$ cat config.mk
export PLATFORM = sky130hd
export DESIGN_NAME = system_readback_flat
export DESIGN_NICKNAME = d
export VERILOG_FILES = /design/src/rtl/system_readback_if.sv /design/src/rtl/system_readback.sv /design/src/flat_wrapper.sv
export SDC_FILE = /design/constraint.sdc
export NUM_CORES = 1
export LEC_CHECK = 0
export CORE_MARGIN = 4
export CORE_UTILIZATION = 36
export DETAILED_ROUTE_END_ITERATION = 16
export PLACE_DENSITY = 0.67
export SETUP_SLACK_MARGIN = 0.1
export SLEW_MARGIN = 5
export SYNTH_ARGS = -nofsm -noshare
export SYNTH_HDL_FRONTEND = slang
export SYNTH_SLANG_ARGS = --single-unit
$ cat constraint.sdc
create_clock -name clk_h -period 1.7 [get_ports clk_h]
set_clock_uncertainty 0.1 [all_clocks]
set_input_delay 0.34 -clock clk_h [delete_from_list [all_inputs] [get_ports clk_h]]
set_output_delay 0.34 -clock clk_h [all_outputs]
set_load 0.02 [all_outputs]
$ cat src/rtl/system_readback_if.sv
// Host-read bus bundle for system_readback: host request/status, system RAM read port
// and UART TX byte stream. The slave modport is the readback block's view.
interface system_readback_if #(
  parameter int ADDR_W = 6
);
  logic              host_break;
  logic              rd_req;
  logic [ADDR_W-1:0] rd_addr;
  logic [ADDR_W:0]   rd_len;
  logic              busy;
  logic              rd_done;
  logic              ram_rd_en;
  logic [ADDR_W-1:0] ram_rd_addr;
  logic [31:0]       ram_rd_data;
  logic [7:0]        tx_data;
  logic              tx_valid;
  logic              tx_ready;

  modport slave (
    input  host_break, rd_req, rd_addr, rd_len, ram_rd_data, tx_ready,
    output busy, rd_done, ram_rd_en, ram_rd_addr, tx_data, tx_valid
  );

  modport master (
    output host_break, rd_req, rd_addr, rd_len, ram_rd_data, tx_ready,
    input  busy, rd_done, ram_rd_en, ram_rd_addr, tx_data, tx_valid
  );
endinterface

$ cat src/rtl/system_readback.sv
// Reads a range of dwords from system RAM and streams them little-endian as bytes to UART TX.
// Optional trailing XOR checksum byte when SYS_READBACK_CSUM_EN is defined.
module system_readback #(
  parameter int ADDR_W         = 6,
  parameter int RAM_RD_LATENCY = 2
) (
  input logic              clk_h,
  input logic              rst_n,
  system_readback_if.slave bus
);

`ifdef SYS_READBACK_CSUM_EN
  typedef enum logic [2:0] {IDLE, FETCH, WAIT, SEND, NEXT, CSUM} state_t;
`else
  typedef enum logic [2:0] {IDLE, FETCH, WAIT, SEND, NEXT} state_t;
`endif

  localparam logic [1:0] LAT_LAST = 2'(RAM_RD_LATENCY - 1);

  state_t            r_state;
  logic              r_busy;
  logic              r_rd_done;
  logic              r_ram_rd_en;
  logic              r_tx_valid;
  logic [ADDR_W-1:0] r_addr;
  logic [ADDR_W:0]   r_remain;
  logic [1:0]        r_wait;
  logic [1:0]        r_byte;
  logic [31:0]       r_shift;
`ifdef SYS_READBACK_CSUM_EN
  logic [7:0]        r_csum;
`endif

  logic w_xfer;
  logic w_last;

  assign w_xfer = r_tx_valid & bus.tx_ready;
  assign w_last = (r_remain == (ADDR_W+1)'(1));

  // busy doubles as "transfer active"; it is already low in the final NEXT cycle
  always_ff @(posedge clk_h) begin
    if (!rst_n) begin
      r_state     <= IDLE;
      r_busy      <= 1'b0;
      r_rd_done   <= 1'b0;
      r_ram_rd_en <= 1'b0;
      r_tx_valid  <= 1'b0;
      r_addr      <= '0;
      r_remain    <= '0;
      r_wait      <= '0;
      r_byte      <= '0;
      r_shift     <= '0;
`ifdef SYS_READBACK_CSUM_EN
      r_csum      <= '0;
`endif
    end else begin
      r_rd_done <= 1'b0;
      if (bus.host_break && r_busy) begin
        r_state     <= IDLE;
        r_busy      <= 1'b0;
        r_rd_done   <= 1'b1;
        r_ram_rd_en <= 1'b0;
        r_tx_valid  <= 1'b0;
      end else begin
        case (r_state)
          IDLE: begin
            if (bus.rd_req && !bus.host_break) begin
`ifdef SYS_READBACK_CSUM_EN
              r_csum <= '0;
`endif
              if (bus.rd_len != '0) begin
                r_addr      <= bus.rd_addr;
                r_remain    <= bus.rd_len;
                r_busy      <= 1'b1;
                r_ram_rd_en <= 1'b1;
                r_state     <= FETCH;
              end else begin
`ifdef SYS_READBACK_CSUM_EN
                r_shift    <= '0;
                r_busy     <= 1'b1;
                r_tx_valid <= 1'b1;
                r_state    <= CSUM;
`else
                r_rd_done  <= 1'b1;
`endif
              end
            end
          end
          FETCH: begin
            r_ram_rd_en <= 1'b0;
            r_wait      <= '0;
            r_state     <= WAIT;
          end
          WAIT: begin
            if (r_wait == LAT_LAST) begin
              r_shift    <= bus.ram_rd_data;
              r_byte     <= '0;
              r_tx_valid <= 1'b1;
              r_state    <= SEND;
            end else begin
              r_wait <= r_wait + 2'd1;
            end
          end
          SEND: begin
            if (w_xfer) begin
`ifdef SYS_READBACK_CSUM_EN
              r_csum <= r_csum ^ r_shift[7:0];
`endif
              r_shift <= {8'h00, r_shift[31:8]};
              r_byte  <= r_byte + 2'd1;
              if (r_byte == 2'd3) begin
                r_tx_valid <= 1'b0;
                r_state    <= NEXT;
`ifdef SYS_READBACK_CSUM_EN
`else
                if (w_last) begin
                  r_busy    <= 1'b0;
                  r_rd_done <= 1'b1;
                end
`endif
              end
            end
          end
          NEXT: begin
            r_remain <= r_remain - (ADDR_W+1)'(1);
            r_addr   <= r_addr + ADDR_W'(1);
            if (!w_last) begin
              r_ram_rd_en <= 1'b1;
              r_state     <= FETCH;
            end else begin
`ifdef SYS_READBACK_CSUM_EN
              r_shift    <= {24'h000000, r_csum};
              r_tx_valid <= 1'b1;
              r_state    <= CSUM;
`else
              r_state    <= IDLE;
`endif
            end
          end
`ifdef SYS_READBACK_CSUM_EN
          CSUM: begin
            if (w_xfer) begin
              r_tx_valid <= 1'b0;
              r_busy     <= 1'b0;
              r_rd_done  <= 1'b1;
              r_state    <= IDLE;
            end
          end
`endif
          default: r_state <= IDLE;
        endcase
      end
    end
  end

  assign bus.busy        = r_busy;
  assign bus.rd_done     = r_rd_done;
  assign bus.ram_rd_en   = r_ram_rd_en;
  assign bus.ram_rd_addr = r_addr;
  assign bus.tx_data     = r_shift[7:0];
  assign bus.tx_valid    = r_tx_valid;

endmodule

$ cat src/flat_wrapper.sv
// flat-port wrapper written by rule: the top's interface ports become plain ports
module system_readback_flat 
#(
  parameter int ADDR_W         = 6,
  parameter int RAM_RD_LATENCY = 2
)
  (clk_h, rst_n, bus_host_break, bus_rd_req, bus_rd_addr, bus_rd_len, bus_ram_rd_data, bus_tx_ready, bus_busy, bus_rd_done, bus_ram_rd_en, bus_ram_rd_addr, bus_tx_data, bus_tx_valid);
  system_readback_if #(.ADDR_W(ADDR_W)) bus_i ();
  input logic clk_h;
  input logic rst_n;
  input wire logic [$bits(bus_i.host_break)-1:0] bus_host_break;
  input wire logic [$bits(bus_i.rd_req)-1:0] bus_rd_req;
  input wire logic [$bits(bus_i.rd_addr)-1:0] bus_rd_addr;
  input wire logic [$bits(bus_i.rd_len)-1:0] bus_rd_len;
  input wire logic [$bits(bus_i.ram_rd_data)-1:0] bus_ram_rd_data;
  input wire logic [$bits(bus_i.tx_ready)-1:0] bus_tx_ready;
  output wire logic [$bits(bus_i.busy)-1:0] bus_busy;
  output wire logic [$bits(bus_i.rd_done)-1:0] bus_rd_done;
  output wire logic [$bits(bus_i.ram_rd_en)-1:0] bus_ram_rd_en;
  output wire logic [$bits(bus_i.ram_rd_addr)-1:0] bus_ram_rd_addr;
  output wire logic [$bits(bus_i.tx_data)-1:0] bus_tx_data;
  output wire logic [$bits(bus_i.tx_valid)-1:0] bus_tx_valid;
  assign bus_i.host_break = bus_host_break;
  assign bus_i.rd_req = bus_rd_req;
  assign bus_i.rd_addr = bus_rd_addr;
  assign bus_i.rd_len = bus_rd_len;
  assign bus_i.ram_rd_data = bus_ram_rd_data;
  assign bus_i.tx_ready = bus_tx_ready;
  assign bus_busy = bus_i.busy;
  assign bus_rd_done = bus_i.rd_done;
  assign bus_ram_rd_en = bus_i.ram_rd_en;
  assign bus_ram_rd_addr = bus_i.ram_rd_addr;
  assign bus_tx_data = bus_i.tx_data;
  assign bus_tx_valid = bus_i.tx_valid;
  system_readback #(.ADDR_W(ADDR_W), .RAM_RD_LATENCY(RAM_RD_LATENCY)) u_core (.clk_h(clk_h), .rst_n(rst_n), .bus(bus_i));
endmodule
-- After elaboration in Yosys (flattened, before gate mapping)
Index checks and enable logic that the tools add are counted.
- register bits after elaboration: 56
- bits of input ports: 50
- $add $sub $neg: 4
- eq/ne operators: 15
- mux-type cells: 40
- bitwise gates (word level): 3
- reductions and logical operators: 18
- operators with widths (kind ; number):
    2-to-1 mux 32 bit ; 2
    case mux 32 bit (2 select lines) ; 1
    2-to-1 mux 1 bit ; 16
    AND reduction 4 bit ; 4
    2-to-1 mux 3 bit ; 5
    case mux 3 bit (5 select lines) ; 1
    2-to-1 mux 7 bit ; 2
    case mux 7 bit (2 select lines) ; 1
    2-to-1 mux 6 bit ; 2
    inequality test 2 x 1 -> 1 bit, second input constant ; 6
    case mux 6 bit (2 select lines) ; 1
    case mux 2 bit (2 select lines) ; 2
    nonzero test 2 bit ; 4
    == test 7 x 1 -> 1 bit, second input constant ; 1
    nonzero test 7 bit ; 1
    subtractor 7 x 1 -> 7 bit, second input constant ; 1
    adder 6 x 1 -> 6 bit, second input constant ; 1
    == test 3 x 2 -> 1 bit, second input constant ; 2
    2-to-1 mux 2 bit ; 3
    case mux 1 bit (2 select lines) ; 3
    AND reduction 6 bit ; 1
    AND reduction 5 bit ; 1
    adder 2 x 1 -> 2 bit, second input constant ; 2
    inequality test 2 bit, second input constant ; 2
    other kinds (13) ; 15

-- Logic depth before layout (Yosys ltp)
Gate-level depths: netlist of the first run.
- word-level depth: 6
- depth in mapped cells: 7

-- Worst setup path before layout of the first run
OpenSTA, ideal clock, no wires.
- kind: flip-flop to flip-flop
- start: reg u_core.r_tx_valid (netlist: u_core.bus.tx_valid)
- end: reg u_core.r_shift[10]
- data arrival time: 1.507 ns
- setup slack: -0.054 ns
- cell stages (with the launch flop): 6
- buffers on the path: 2
- clock period less this slack: 1.754 ns
- cells stage by stage: dfxtp_1 -> nand2_1 -> a2111oi_4 -> buf_6 -> buf_6 -> a311oi_2
- word-level cells in the longest chain between the ends: 3
- RTL lines (element ; RTL line ; RTL):
    from (decl) ; system_readback.sv:24 ; logic r_tx_valid;
    from (signal assigned) ; system_readback.sv:47 ; r_tx_valid <= 1'b0;
    from (signal assigned) ; system_readback.sv:63 ; r_tx_valid <= 1'b0;
    from (signal assigned) ; system_readback.sv:98 ; r_tx_valid <= 1'b1;
    bitwise AND 1 bit ; system_readback.sv:37 ; assign w_xfer = r_tx_valid & bus.tx_ready;
    inequality test 2 x 1 -> 1 bit (no source line) ; - ;
    AND reduction 4 bit (no source line) ; - ;
    to (signal assigned) ; system_readback.sv:96 ; r_shift <= bus.ram_rd_data;
    to (signal assigned) ; system_readback.sv:109 ; r_shift <= {8'h00, r_shift[31:8]};
    to (decl) ; system_readback.sv:29 ; logic [31:0] r_shift;
Every way passes these cells.
A chain may end at the register's enable or synchronous reset.

-- Worst setup path after layout of the first run
- start: reg u_core.r_state[1]
- end: reg u_core.r_shift[17]
- word-level cells in the longest chain between the ends: 3
- RTL lines (element ; RTL line ; RTL):
    from (decl) ; system_readback.sv:20 ; state_t r_state;
    from (signal assigned) ; system_readback.sv:43 ; r_state <= IDLE;
    from (signal assigned) ; system_readback.sv:59 ; r_state <= IDLE;
    from (signal assigned) ; system_readback.sv:76 ; r_state <= FETCH;
    == test 3 x 2 -> 1 bit ; system_readback.sv:65 ; case (r_state)
    inequality test 2 x 1 -> 1 bit (no source line) or nonzero test 2 bit (tied branches) ; - ;
    AND reduction 4 bit (no source line) ; - ;
Parallel ways exist; a longest one is shown, timed or not.

==> metrics.md, run 1 <==
| Metric | Value |
|---|---|
| Vias in the first global route | `3576` |
| Worst-case clock buffer depth | `2` |
| Clock Tree Root | `clkbuf_8` |
| Crit path capture type | `register` |
| Largest net degree at the start of global routing | `26` |
| Final Core Density | `64.5%` |
| Starting Density | `a little under two fifths` |
| DP Area | `4240 sq um` |
| ANT cells | `0` |
| Critical path class | `reg2reg` |
| Placed Cells incl. Taps | `564` |
| Commonest non-fill, non-tap cell in the layout | `nand2_1` |
| # IOs | `between 60 and 70` |
| DR vias/cell | `just under 6` |
| Ratio of cells with drive above 1 in the final layout | `46.3%` |
| Critical path peak fanout | `6` |
| DRT iter0 DRCs | `259` |
| Total Routing Usage GR | `22.2%` |
| CP Launch Type | `register` |
| Core box area | `8300 sq um` |
| Finish-stage setup viols | `42` |
| Total gr overflow | `0` |
| Initial antenna violation count | `0` |
| Max Fclk | `roughly 550 MHz` |
| DPL Wire Length | `between 6000 and 7000 um` |
| Seq/Total Area, Yosys | `a little over a third` |
| Commonest non-fill, non-tap cells in the layout | `nand2_1 (70), buf_4 (61), dfxtp_1 (46), clkdlybuf4s50_1 (40), buf_6 (31)` |
| Fin. Hold Viols | `0` |
| Drt wl/cell | `19.2 um` |
| Fraction of registers with async set/reset | `0%` |
| Post-synth EDFFs | `0` |
| Die ar. | `about 10000 sq um` |
| Slew HR | `65.0%` |
| GPL Wtd Cong | `0.856` |
| Die X | `101 um` |
| Worst-Margin Slew | `0.524 ns` |
| Leakage | `2.05 nW` |
| Port Buf Inserts | `67` |
| Max H-tree Level | `2` |
| WP data required | `around 1.8 ns` |
| Top_reg_cell synth | `dfxtp_1` |
| Finished Cell Area | `between 5000 and 6000 sq um` |
| Worst min path class | `in2reg` |
| R2r setup slk | `-0.13 ns` |
| Peak VDD IR | `approximately 360 uV` |
| Final WL | `approximately 12000 um` |
| CTS tree | `yes` |
| Outcome | `complete, but fails checks` |
| Place WS | `-0.623 ns` |
| Vias | `~3600` |
| Post-DRT Antenna Nets | `0` |
| Tcrit/Tclk final | `108%` |
| Clock sink total | `56` |
| Non-Filler Instances | `between 600 and 700` |
| Drt first pass iters | `5` |
| CTS clk-pin slew, worst paths | `0.11 ns` |
| Fillers | `between 600 and 700` |
| Critical Path AT | `roughly 2.0 ns` |
| PD cells | `928 nW/um^2` |
| Syn Area/Cell | `8.59 sq um` |
| Setup WS post-layout | `-0.128 ns` |
| Post-Syn Area | `between 3000 and 4000 sq um` |
| Violated checks | `negative setup slack` |
| Flops & latches, synth | `56` |
| RSZ-0062 raised after global routing | `yes` |
| # rows | `33` |
| DRC violations left | `0` |
| Nets | `564` |
| CTS Buf Count | `5` |
| Area delta synth->final | `72.5%` |
| Final min period | `1.83 ns` |
| Yosys warning count | `0` |
| First-pass GRT wire length | `~18000 um` |
| Clk_lat worst skew | `0.32 ns` |
| Die Ht | `101 um` |
| Slew Viols, Final | `0` |
| Mapped Nets | `around 420` |
| Synth unique cells | `50` |
| Max Cap Viol | `0` |
| Post-Syn Instances | `361` |
through the flow:
step	hold slack, ns	TNS (ns)	power (mW)
6_report	0.366	-2.92	4.97
5_1_grt	0.376	-4.93	5.18
4_1_cts	0.382	-1.84	4.58
3_5_place_dp	0.363	-24.76	3.32
3_3_place_gp	0.341	-23.86	3.29
2_1_floorplan	0.332	0	2.56
cell usage after synthesis, drive strengths merged, types with 3 or more instances:
master   n  area, sq um
nand3    6         30.0
inv      7         26.3
clkbuf  11         41.3
o21ai   10         50.1
nor3b    4         40.0
a211oi   6         57.6
nor2    43          164
a221oi   3         26.3
nor3    12         60.1
mux2i    3         30.0
o32ai    7         61.3
nor4     6         50.0
nand2   72          270
buf     22          183
a21oi   21          105
dfxtp   56         1120
ha       5         62.6
a22oi    8         60.1
a311oi  26          378
report_power, final:
| group | internal, mW | switching [mW] |
|---|---|---|
| clock network | 0.295 | 0.486 |
| registers | 1.47 | 0.192 |
| logic | 1.30 | 1.22 |
| total | 3.07 | 1.90 |
final cells by class:
class | count | area, sq um | area share [%]
Tap cell | 105 | 131 | 2.45
Timing Repair Buffer | 173 | 1750 | 32.8
Inverter | 7 | 28.8 | 0.538
Multi-Input combinational cell | 266 | 2210 | 41.3
Sequential cell | 56 | 1140 | 21.3
Clock inverter | 2 | 16.3 | 0.304
Clock buffer | 6 | 72.6 | 1.36
path summary, 6_finish.rpt:
| check | start | end | depth (start not counted) |
|---|---|---|---|
| setup reg to reg | u_core.r_state[1] | u_core.r_shift[17] | 8 |
| setup / recovery | u_core.r_state[1] | u_core.r_shift[17] | 8 |
| hold / removal | bus_rd_len[2] | u_core.r_remain[2] | 4 |
| hold reg to reg | u_core.bus.ram_rd_en | u_core.bus.ram_rd_en | 2 |
state kept, by name (all words and copies together) (netlist names):
name and flops:
u_core.bus.busy 1, u_core.bus.ram_rd_addr 6, u_core.bus.ram_rd_en 1, u_core.bus.rd_done 1, u_core.bus.tx_valid 1, u_core.r_byte 2
u_core.r_remain 7, u_core.r_shift 32, u_core.r_state 3, u_core.r_wait 2
cells by family after synthesis:
kind of cell,count (synthesis),share of synthesized area (%)
multiplexers,3,0.968
flip-flops,56,36.1
AND/OR/NAND/NOR,161,24.2
AO/OA/AOI/OAI,96,28.6
buffers and inverters,40,8.07
adder cells (fa/ha/maj),5,2.02
repair_timing:
action	4_1_cts	5_1_grt
resized for setup	118	72
hold buffers	0	0
buffers inserted	28	11
endpoints found under the setup margin	72	59
cloned	9	0
pin swaps	53	39
layer usage:
metal	share of wire [%]	track usage, %	routed length (um)
met5	0	0	0
met4	3.2	10.6	380
met3	6.6	4.15	784
met2	49	36.2	5810
met1	41	28.2	4850
worst max-delay path, cell delays in order, from the launching register on:
cell and delay, ns:
dfxtp_4 0.40, buf_6 0.12, nand2b_4 0.07, a2111oi_4 0.39, buf_6 0.20, buf_12 0.12
buf_16 0.12, nor2_2 0.05, a311oi_2 0.18
No activity file was read; power rests on OpenSTA's default activity.
==> run 2, diff against run 1 <==
--- a/config.mk
+++ b/config.mk
@@ -5,10 +5,12 @@
 export SDC_FILE = /design/constraint.sdc
 export NUM_CORES = 1
 export LEC_CHECK = 0
+export ABC_AREA = 1
 export CORE_MARGIN = 4
 export CORE_UTILIZATION = 36
 export DETAILED_ROUTE_END_ITERATION = 16
-export PLACE_DENSITY = 0.67
+export GPL_ROUTABILITY_DRIVEN = 0
+export PLACE_DENSITY = 0.68
 export SETUP_SLACK_MARGIN = 0.1
 export SLEW_MARGIN = 5
 export SYNTH_ARGS = -nofsm -noshare
==> metrics.md, run 2 <==
| Metric | Value |
|---|---|
| First-pass GRT wire length | `11800 um (-35%)` |
| Synth unique cells | `25 (-50%)` |
| PD cells | `1350 nW/um^2 (+45%)` |
| Die ar. | `9720 sq um (-4.3%)` |
| Die X | `98.6 um (-2.2%)` |
| Port Buf Inserts | `67 (unchanged)` |
| Area delta synth->final | `34.3%` |
| Critical path class | `in2reg` |
| Top post-synthesis cells by count | `nand2_1 (134), nor2_1 (67), dfxtp_1 (56), o21ai_0 (56), inv_1 (45)` |
| DP Area | `3780 sq um (-11%)` |
| Fin. Hold Viols | `0 (unchanged)` |
| Seq/Total Area, Yosys | `37.9% (+1.8 points)` |
| Yosys warning count | `0 (unchanged)` |
| Worst min path class | `reg2reg` |
| Largest net degree at the start of global routing | `33 (+27%)` |
| Placed Cells incl. Taps | `628 (+11%)` |
| Yosys top cell area share | `37.9% (+1.8 points)` |
| DPL Wire Length | `5170 um (-19%)` |
| CP Launch Type | `input port` |
| Synth area leaders | `dfxtp_1 (38%), nand2_1 (17%), o21ai_0 (9.5%), nor2_1 (8.5%), inv_1 (5.7%)` |
| # rows | `32 (-3.0%)` |
| CTS Hold Bufs | `0 (unchanged)` |
| DRT iter0 DRCs | `98 (-62%)` |
| Peak VDD IR | `453 uV (+25%)` |
| Flops & latches, synth | `56 (unchanged)` |
| Vias in the first global route | `2832 (-21%)` |
| Crit path capture type | `register` |
| Syn Area/Cell | `6.41 sq um (-25%)` |
| Final WL | `7120 um (-40%)` |
| Core box area | `7850 sq um (-5.4%)` |
| Post-synth EDFFs | `0 (unchanged)` |
| CP Cell Sequence | `clkdlybuf4s50_1 > nand2_1 > inv_1 > nor2_2 > nor2_2 > nand2_4 > buf_12 > buf_4 > a21oi_1` |
| Post-DRT Antenna Nets | `0 (unchanged)` |
| Die Ht | `98.6 um (-2.2%)` |
| Post-Syn Instances | `461 (+28%)` |
| # IOs | `68 (unchanged)` |
| Setup WS post-layout | `0.156 ns (+0.284 ns)` |
| Drt first pass iters | `5 (unchanged)` |
| Starting Density | `37.7% (+0.29 points)` |
| Critical path peak fanout | `18 (+12)` |
| Outcome | `completed` |
| Mapped Nets | `516 (+24%)` |
| Finished Cell Area | `3970 sq um (-26%)` |
| Clock Tree Root | `clkbuf_8` |
| Total gr overflow | `0 (unchanged)` |
| Clk_lat worst skew | `0.31 ns (about the same)` |
| DRC violations left | `0 (unchanged)` |
| ANT cells | `0 (unchanged)` |
| WP data required | `1.84 ns (about the same)` |
| Slew HR | `83.2% (+18 points)` |
| Top-count cell post-synth | `nand2_1` |
| Critical Path AT | `1.69 ns (-0.28 ns)` |
| Setup bufs post-CTS | `0 (-100%)` |
| Max Cap Viol | `0 (unchanged)` |
| Clock sink total | `56 (unchanged)` |
| Drt wl/cell | `11.1 um (-42%)` |
| Commonest non-fill, non-tap cell in the layout | `nand2_1` |
| Vias | `2995 (-16%)` |
| Yosys top cell by area | `dfxtp_1` |
| Slowest CP cell | `clkdlybuf4s50_1` |
| Ratio of cells with drive above 1 in the final layout | `11.4% (-35 points)` |
| Non-Filler Instances | `639 (+3.9%)` |
| Largest Register | `u_core.r_shift` |
| Post-Syn Area | `2960 sq um (-4.7%)` |
| Total Routing Usage GR | `14.3% (-7.9 points)` |
| Critical Path Most Common Cell | `nor2_2` |
| Initial antenna violation count | `0 (unchanged)` |
| CTS tree | `yes` |
| Fraction of registers with async set/reset | `0% (unchanged)` |
| CTS clk-pin slew, worst paths | `0.10 ns (about the same)` |
| CTS Buf Count | `5 (unchanged)` |
| Max incr delay on CP | `0.49 ns (+0.09 ns)` |
| Commonest non-fill, non-tap cells in the layout | `nand2_1 (131), nor2_1 (66), dfxtp_1 (53), clkdlybuf4s50_1 (49), inv_1 (45)` |
| Leakage | `1.83 nW (-11%)` |
| Max reg flops | `32 (unchanged)` |
| RSZ-0062 raised after global routing | `yes` |
| Place WS | `-0.266 ns (+0.357 ns)` |
| Max H-tree Level | `2 (unchanged)` |
| Finish-stage setup viols | `0 (-100%)` |
| Nets | `591 (+4.8%)` |
| Worst-Margin Slew | `0.252 ns (-0.272 ns)` |
| Slew Viols, Final | `0 (unchanged)` |
| Final Core Density | `50.6% (-14 points)` |
| Final min period | `1.54 ns (-0.284 ns)` |
| DR vias/cell | `4.69 (-19%)` |
| Tcrit/Tclk final | `90.8% (-17 points)` |
| Max Fclk | `648 MHz (+18%)` |
| Top_reg_cell synth | `dfxtp_1` |
| Worst-case clock buffer depth | `2 (unchanged)` |
## run 2: cell types whose count changed in the layout (fill, tap and decap cells not counted), moves of 8 or more
cell and change:
a21oi_1 +16, o21ai_1 +10, buf_6 -30, nand3_1 +9, nand2_1 +61, inv_1 +43, clkdlybuf4s50_1 +9, buf_4 -40
nor2_2 -8, a311oi_2 -25, o21ai_0 +37, nor2_1 +43
## run 2: through the flow
stage                     TNS, ns  power, mW  hold slack [ns]
after floorplan                 0       3.74            0.325
final                           0       5.35            0.350
after global routing            0       5.82            0.383
after detailed placement    -8.40       4.49            0.342
after CTS                       0       5.24            0.356
after global placement      -6.97       4.40            0.333
## run 2: path summary, 6_finish.rpt
kind	startpoint	slack (ns)	end	depth (start not counted)
hold / removal	u_core.r_shift[22]	0.35	u_core.r_shift[22]	2
setup reg to reg	u_core.r_state[0]	0.17	u_core.r_shift[9]	9
setup / recovery	bus_tx_ready	0.16	u_core.r_shift[9]	9
hold reg to reg	u_core.r_shift[22]	0.35	u_core.r_shift[22]	2
## run 2: final cells by class
type	instances	area [sq um]
clock buffers	5	68.8
flip-flops and latches	56	1130
repair buffers	91	857
well taps	102	128
multi-input cells	331	1570
inverters	51	191
clock inverters	3	22.5
fillers	827	3880
## run 2: cells by family (layout without fill, tap and decap cells)
| kind of cell | Yosys count | after routing | synth area share (%) |
|---|---|---|---|
| compound gates | 89 | 89 | 15.1 |
| xor+xnor | 1 | 1 | 0.296 |
| fa+ha+maj | 5 | 5 | 2.12 |
| buf+inv | 77 | 150 | 12.0 |
| flops | 56 | 56 | 37.9 |
| simple gates | 233 | 236 | 32.5 |
## run 2: power breakdown
group          internal [mW]  switching (mW)
Clock                  0.297           0.460
Sequential              1.71           0.264
Combinational           1.02            1.59
## run 2: worst max-delay path, delay by kind of cell
family / cells / cell delay (ns)
compound gates: 1 / 0.15
buf+inv: 4 / 0.88
simple gates: 4 / 0.33
## run 2: what timing repair did
item,in CTS,in global routing
setup endpoints to repair,54,48
resized for setup,25,26
pin swaps,1,3
cloned,1,2
## run 2: per-layer routing
layer,GRT usage (%),up-vias,part of all wire [%]
met4,5.99,0,1.6
met2,24.5,62,47
li1,-,1593,-
met3,2.55,7,4.7
met1,17.6,1333,47
met5,0,-,0
